[config.mk]
export PLATFORM = sky130hd
export DESIGN_NAME = simeck_round_ctrl
export DESIGN_NICKNAME = d
export VERILOG_FILES = /design/src/rtl/simeck_pkg.sv /design/src/rtl/simeck_round.sv /design/src/rtl/simeck_round_ctrl.sv
export SDC_FILE = /design/constraint.sdc
export NUM_CORES = 1
export LEC_CHECK = 0
export CORE_ASPECT_RATIO = 1.25
export CORE_MARGIN = 3
export CORE_UTILIZATION = 46
export DETAILED_ROUTE_END_ITERATION = 16
export GPL_ROUTABILITY_DRIVEN = 0
export PLACE_DENSITY = 0.78
export SLEW_MARGIN = 25
export SYNTH_ARGS = -nofsm -noshare
export SYNTH_HDL_FRONTEND = slang
export SYNTH_SLANG_ARGS = --single-unit
[constraint.sdc]
create_clock -name clk -period 1.7 [get_ports clk]
set_clock_uncertainty 0.15 [all_clocks]
set_input_delay 0.34 -clock clk [delete_from_list [all_inputs] [get_ports clk]]
set_output_delay 0.34 -clock clk [all_outputs]
set_load 0.05 [all_outputs]
[src/rtl/simeck_pkg.sv]
// Shared types and constants for the Simeck-style round controller.
package simeck_pkg;

   typedef enum logic [1:0] {
      ST_IDLE = 2'd0,
      ST_RUN  = 2'd1,
      ST_DONE = 2'd2
   } state_t;

   localparam int   WORD_W   = 16;
   localparam int   ROT_A    = 5;
   localparam int   ROT_B    = 1;
   localparam logic MODE_ENC = 1'b0;
   localparam logic MODE_DEC = 1'b1;

   function automatic logic [WORD_W-1:0] rotl(input logic [WORD_W-1:0] x, input int n);
      return (x << n) | (x >> (WORD_W - n));
   endfunction

   function automatic logic [WORD_W-1:0] round_f(input logic [WORD_W-1:0] x);
      return (x & rotl(x, ROT_A)) ^ rotl(x, ROT_B);
   endfunction

endpackage

[src/rtl/simeck_round.sv]
// One combinational Feistel round; decrypt is the exact inverse of encrypt.
module simeck_round
   import simeck_pkg::*;
(
   input  logic [31:0] state,
   input  logic [15:0] key,
   input  logic        mode,
   output logic [31:0] next
);

   logic [WORD_W-1:0] l_w;
   logic [WORD_W-1:0] r_w;

   assign l_w = state[31:16];
   assign r_w = state[15:0];

   always_comb begin
      next = state;
      if (mode == MODE_ENC) begin
         next = {r_w ^ round_f(l_w) ^ key, l_w};
      end else begin
         next = {r_w, l_w ^ round_f(r_w) ^ key};
      end
   end

endmodule

[src/rtl/simeck_round_ctrl.sv]
// Iterative round controller: accepts a block, runs ROUNDS rounds through a
// single shared round instance, then holds the result until consumed.
module simeck_round_ctrl
   import simeck_pkg::*;
#(
   parameter int ROUNDS = 32
) (
   input  logic        clk,
   input  logic        rst_n,
   input  logic        in_valid,
   output logic        in_ready,
   input  logic        mode,
   input  logic [31:0] din,
   input  logic [15:0] key,
   output logic        out_valid,
   input  logic        out_ready,
   output logic [31:0] dout,
   output logic        busy,
   output logic [1:0]  dbg_state_o
);

   // Handshakes: a transfer happens on a rising edge where valid && ready;
   // in_ready depends only on state (IDLE), out_valid only on state (DONE).

   localparam logic [5:0] LAST_CNT = 6'(ROUNDS - 1);

   state_t      state_q, state_d;
   logic [5:0]  cnt_q, cnt_d;
   logic [31:0] blk_q, blk_d;
   logic [15:0] key_q, key_d;
   logic        mode_q, mode_d;
   logic [31:0] round_next_w;

   simeck_round u_round (
      .state (blk_q),
      .key   (key_q),
      .mode  (mode_q),
      .next  (round_next_w)
   );

   always_comb begin
      state_d = state_q;
      cnt_d   = cnt_q;
      blk_d   = blk_q;
      key_d   = key_q;
      mode_d  = mode_q;
      unique case (state_q)
         ST_IDLE: begin
            if (in_valid) begin
               blk_d   = din;
               key_d   = key;
               mode_d  = mode;
               cnt_d   = 6'd0;
               state_d = ST_RUN;
            end
         end
         ST_RUN: begin
            blk_d = round_next_w;
            cnt_d = cnt_q + 6'd1;
            if (cnt_q == LAST_CNT) begin
               state_d = ST_DONE;
            end
         end
         ST_DONE: begin
            // Returning to IDLE first keeps an output handshake and a new
            // accept from ever sharing a cycle.
            if (out_ready) begin
               state_d = ST_IDLE;
            end
         end
         default: state_d = ST_IDLE;
      endcase
   end

   always_ff @(posedge clk or negedge rst_n) begin
      if (!rst_n) begin
         state_q <= ST_IDLE;
         cnt_q   <= 6'd0;
         blk_q   <= 32'd0;
         key_q   <= 16'd0;
         mode_q  <= MODE_ENC;
      end else begin
         state_q <= state_d;
         cnt_q   <= cnt_d;
         blk_q   <= blk_d;
         key_q   <= key_d;
         mode_q  <= mode_d;
      end
   end

   assign in_ready    = (state_q == ST_IDLE);
   assign out_valid   = (state_q == ST_DONE);
   assign busy        = (state_q == ST_RUN);
   assign dout        = blk_q;
   assign dbg_state_o = state_q;

endmodule

==> report_table.html <==
<table>
<tr><th>Metric</th><th>Value</th></tr>
<tr><th colspan="2">Synthesis</th></tr>
<tr><td>Post-synthesis instance area</td><td>3830 sq um</td></tr>
<tr><td>Post-synthesis register bit count</td><td>57</td></tr>
<tr><td>Mean post-synth cell area</td><td>8.40 sq um</td></tr>
<tr><td>Cell type with the highest aggregate area in the netlist</td><td>sky130_fd_sc_hd__dfrtp_1</td></tr>
<tr><td>Yosys cell types</td><td>28</td></tr>
<tr><td>Top cell type's share of synthesized area</td><td>37.2%</td></tr>
<tr><td>Mux cell area share after synthesis</td><td>5.00%</td></tr>
<tr><td>Cell count after synthesis</td><td>456</td></tr>
<tr><td>Xor/xnor share of the synthesized area</td><td>14.9%</td></tr>
<tr><td>Yosys warning count</td><td>0</td></tr>
<tr><td>Share of the yosys chip area belonging to registers</td><td>37.2%</td></tr>
<tr><td>Share of the synthesized area in compound gates (AO/OA/AOI/OAI)</td><td>12.6%</td></tr>
<tr><td>Synth top area cells</td><td>sky130_fd_sc_hd__dfrtp_1 37%, sky130_fd_sc_hd__nand2_1 12%, sky130_fd_sc_hd__xnor2_1 11%</td></tr>
<tr><td>Arithmetic-cell share of the synthesized area counting full adders, half adders and majority gates</td><td>0.327%</td></tr>
<tr><td>Synthesized Nets</td><td>510</td></tr>
<tr><td>Main combinational cell family by area after synthesis</td><td>simple AND/OR/NAND/NOR gates</td></tr>
<tr><td>Simple-gate share of the synthesized area</td><td>25.8%</td></tr>
<tr><th colspan="2">Timing</th></tr>
<tr><td>Accumulated negative setup slack</td><td>-0.473 ns</td></tr>
<tr><td>Unrepaired setup endpoints after global routing</td><td>true</td></tr>
<tr><td>Transition time at the pin with the least slew margin</td><td>0.415 ns</td></tr>
<tr><td>Slew Limit Headroom</td><td>72.3%</td></tr>
<tr><td>Final Setup Violations</td><td>18</td></tr>
<tr><td>Hold_ws</td><td>0.315 ns</td></tr>
<tr><td>Count of final hold-check violations</td><td>0</td></tr>
<tr><td>Maximum frequency from static timing analysis</td><td>561 MHz</td></tr>
<tr><td>Final worst path period share</td><td>105%</td></tr>
<tr><td>Final worst slack</td><td>-0.0840 ns</td></tr>
<tr><td>Time the final worst path needs with I/O delays and setup</td><td>1.78 ns</td></tr>
<tr><td>Pins over their slew limit</td><td>0</td></tr>
<tr><th colspan="2">Drt</th></tr>
<tr><td>Drt wl/cell</td><td>17.5 um</td></tr>
<tr><td>DR vias</td><td>3943</td></tr>
<tr><td>Pre-antenna DRT Iters</td><td>5</td></tr>
<tr><td>Post-DRT Antenna Nets</td><td>0</td></tr>
<tr><td>Number of DRC markers after the initial detailed-route iteration</td><td>277</td></tr>
<tr><td>Final Routed Wirelength</td><td>11900 um</td></tr>
<tr><td>Vias per cell</td><td>5.79</td></tr>
<tr><td>DR DRC count</td><td>0</td></tr>
<tr><th colspan="2">Place</th></tr>
<tr><td>Area after detailed placement</td><td>5560 sq um</td></tr>
<tr><td>DPL Wire Length</td><td>8350 um</td></tr>
<tr><td>Port Buf Inserts</td><td>89</td></tr>
<tr><th colspan="2">Critical path</th></tr>
<tr><td>Type of the worst setup path</td><td>reg2reg</td></tr>
<tr><td>Depth of the most critical reg-to-reg path</td><td>5</td></tr>
<tr><td>Maximum fanout count along the critical path</td><td>42</td></tr>
<tr><td>Worst R2R Start</td><td>dbg_state_o[0]$_DFFE_PN0P_</td></tr>
<tr><td>Type of destination of the critical path</td><td>flop</td></tr>
<tr><td>WP data arrival</td><td>1.85 ns</td></tr>
<tr><td>Critical Path Start</td><td>dbg_state_o[0]$_DFFE_PN0P_</td></tr>
<tr><td>Reg2Reg Capture Point</td><td>dout[28]$_DFFE_PN0P_</td></tr>
<tr><td>R2r setup slk</td><td>-0.08 ns</td></tr>
<tr><td>Critical path data required time</td><td>1.76 ns</td></tr>
<tr><td>Startpoint type of the worst setup path</td><td>flop</td></tr>
<tr><th colspan="2">Floorplan</th></tr>
<tr><td>Standard-cell rows</td><td>36</td></tr>
<tr><td>Die Ht</td><td>108 um</td></tr>
<tr><td>Number of I/O pins</td><td>90</td></tr>
<tr><td>Core area</td><td>7930 sq um</td></tr>
<tr><td>Die Outline Area</td><td>9470 sq um</td></tr>
<tr><td>Die boundary width</td><td>87.6 um</td></tr>
<tr><td>Initial Utilization</td><td>48.3%</td></tr>
<tr><th colspan="2">Cells and area</th></tr>
<tr><td>Final design utilization</td><td>74.7%</td></tr>
<tr><td>Number of fillers in the final layout</td><td>544</td></tr>
<tr><td>Storage cell area</td><td>1450 sq um</td></tr>
<tr><td>Relative area change from synthesis to final layout</td><td>54.7%</td></tr>
<tr><td>Top library cells by usage in the layout, fill and taps aside</td><td>117 x sky130_fd_sc_hd__nand2_1, 51 x sky130_fd_sc_hd__clkdlybuf4s50_1, 46 x sky130_fd_sc_hd__xnor2_1, 46 x sky130_fd_sc_hd__buf_12</td></tr>
<tr><td>Ratio of cells with drive above 1 in the final layout</td><td>25.9%</td></tr>
<tr><td>Diode count</td><td>0</td></tr>
<tr><td>Count of nets after finishing</td><td>635</td></tr>
<tr><td>Commonest non-fill, non-tap cell in the layout</td><td>sky130_fd_sc_hd__nand2_1</td></tr>
<tr><td>Finished Cell Area</td><td>5930 sq um</td></tr>
<tr><td>Multi-input combinational cell area</td><td>2330 sq um</td></tr>
<tr><th colspan="2">Min path</th></tr>
<tr><td>Class of the tightest hold or removal check</td><td>in2async</td></tr>
<tr><th colspan="2">CTS</th></tr>
<tr><td>Root Driver</td><td>sky130_fd_sc_hd__clkbuf_8</td></tr>
<tr><td>Clk_lat worst skew</td><td>0.34 ns</td></tr>
<tr><td>Count of clock tree sinks</td><td>57</td></tr>
<tr><td># H-tree levels</td><td>3</td></tr>
<tr><td>Buffer depth of the longest clock path</td><td>2</td></tr>
<tr><td>TritonCTS clock tree</td><td>done</td></tr>
<tr><td>CTS Buf Count</td><td>9</td></tr>
<tr><td>Clk slew on worst S/H paths</td><td>0.07 ns</td></tr>
<tr><th colspan="2">GRT</th></tr>
<tr><td>Wire length of the first global-routing pass</td><td>19500 um</td></tr>
<tr><td>Via count of the first global-routing pass</td><td>3996</td></tr>
<tr><td>Largest net degree at the start of global routing</td><td>44</td></tr>
<tr><td>Total grt overflow</td><td>0</td></tr>
<tr><td>Number of antenna violations at the first check in global routing</td><td>0</td></tr>
<tr><td>GRT Overall Usage</td><td>26.3%</td></tr>
<tr><th colspan="2">Run</th></tr>
<tr><td>Maximum capacitance violations</td><td>0</td></tr>
<tr><th colspan="2">Pwr</th></tr>
<tr><td>Power density over cell area</td><td>2550 nW/um^2</td></tr>
<tr><td>Leakage component of the power</td><td>2.72 nW</td></tr>
<tr><td>Peak supply drop</td><td>1.71 mV</td></tr>
<tr><th colspan="2">Status</th></tr>
<tr><td>Run status</td><td>finished, violations left</td></tr>
<tr><td>Violated checks</td><td>negative setup slack</td></tr>
</table>
-- Yosys cell counts --
cell type	count
sky130_fd_sc_hd__o31ai_1	1
sky130_fd_sc_hd__nand2b_1	3
sky130_fd_sc_hd__a31oi_1	1
sky130_fd_sc_hd__and2_1	1
sky130_fd_sc_hd__buf_6	3
sky130_fd_sc_hd__o211a_1	16
sky130_fd_sc_hd__nor4_1	16
sky130_fd_sc_hd__or3_1	16
sky130_fd_sc_hd__o21ai_0	42
sky130_fd_sc_hd__nand2_1	118
sky130_fd_sc_hd__buf_4	4
sky130_fd_sc_hd__nor2_1	19
sky130_fd_sc_hd__a21oi_1	16
sky130_fd_sc_hd__xnor2_1	48
sky130_fd_sc_hd__dfrtp_1	57
sky130_fd_sc_hd__inv_2	1
sky130_fd_sc_hd__or3b_1	16
sky130_fd_sc_hd__buf_2	12
sky130_fd_sc_hd__xor2_1	17
sky130_fd_sc_hd__clkbuf_1	8
sky130_fd_sc_hd__o21bai_2	1
sky130_fd_sc_hd__nor2b_1	2
sky130_fd_sc_hd__ha_1	1
sky130_fd_sc_hd__mux2_2	17
sky130_fd_sc_hd__nand3_1	17
sky130_fd_sc_hd__and3_1	1
sky130_fd_sc_hd__nand4_1	1
sky130_fd_sc_hd__a41oi_1	1
-- metal layers --
layer	part of all wire, %	wire [um]	vias up	GRT usage (%)
met5	0	0	-	0
met4	3.9	463	0	12.6
met3	6.5	780	43	5.18
met2	52	6220	191	45.2
met1	37	4480	1892	31.0
li1	-	-	1817	-
-- cell families (layout without fill, tap and decap cells) --
group                    Yosys count  after routing
AO/OA/AOI/OAI                     78             78
XOR/XNOR                          65             65
adder cells (fa/ha/maj)            1              1
buffers and inverters             28            158
flip-flops                        57             57
multiplexers                      17             17
AND/OR/NAND/NOR                  210            210
-- worst max-delay path, cell delays in order, from the launching register on --
cell and delay (ns):
sky130_fd_sc_hd__dfrtp_2 0.43, sky130_fd_sc_hd__buf_6 0.15, sky130_fd_sc_hd__o21bai_4 0.20, sky130_fd_sc_hd__buf_12 0.23, sky130_fd_sc_hd__o21ai_0 0.15, sky130_fd_sc_hd__or3_1 0.35
-- layout make-up --
| type | instances | share of cell area (%) |
|---|---|---|
| multi-input cells | 371 | 39.4 |
| repair buffers | 141 | 30.3 |
| flip-flops and latches | 57 | 24.5 |
| clock buffers | 14 | 3.08 |
| well taps | 95 | 2.01 |
| clock inverters | 2 | 0.591 |
| inverters | 1 | 0.106 |
-- where the power goes --
group          switching, W  internal [W]  total [W]  leakage [nW]
clock              0.000560      0.000836    0.00140         0.113
combinational       0.00531       0.00514     0.0104          1.94
sequential          0.00120       0.00208    0.00328         0.667
-- flip-flops by register name, indices dropped and copies added (netlist names) --
signal	cells
key_q	16
dout	32
cnt_q	6
dbg_state_o	2
mode_q	1
-- worst max-delay path by stage --
stage / end / slack (ns) / cells past startpoint
finish: dout[28]$_DFFE_PN0P_ / -0.08 / 5
floorplan: key_q[10]$_DFFE_PN0P_ / -0.21 / 5
CTS: in_ready / -0.07 / 4
global placement: dout[1]$_DFFE_PN0P_ / -0.23 / 5
detailed placement: dout[4]$_DFFE_PN0P_ / -0.31 / 5
global route: dout[28]$_DFFE_PN0P_ / -0.15 / 5
-- per-stage QoR --
| stage | cells | setup slack [ns] | total power, W |
|---|---|---|---|
| floorplan | 456 | -0.208 | 0.00894 |
| global placement | 656 | -0.234 | 0.0129 |
| detailed placement | 656 | -0.305 | 0.0132 |
| CTS | 679 | -0.0744 | 0.0150 |
| global route | 681 | -0.154 | 0.0160 |
| finish | 681 | -0.0840 | 0.0151 |
-- what timing repair did --
item | CTS | global route
hold buffers | 1 | 0
endpoints found under the hold margin | 13 | 0
endpoints found under the setup margin | 17 | 37
cloned | 1 | 0
resized for setup | 20 | 16
buffers inserted | 5 | 2
pin swaps | 3 | 0
(Power assumes the default switching activity.)
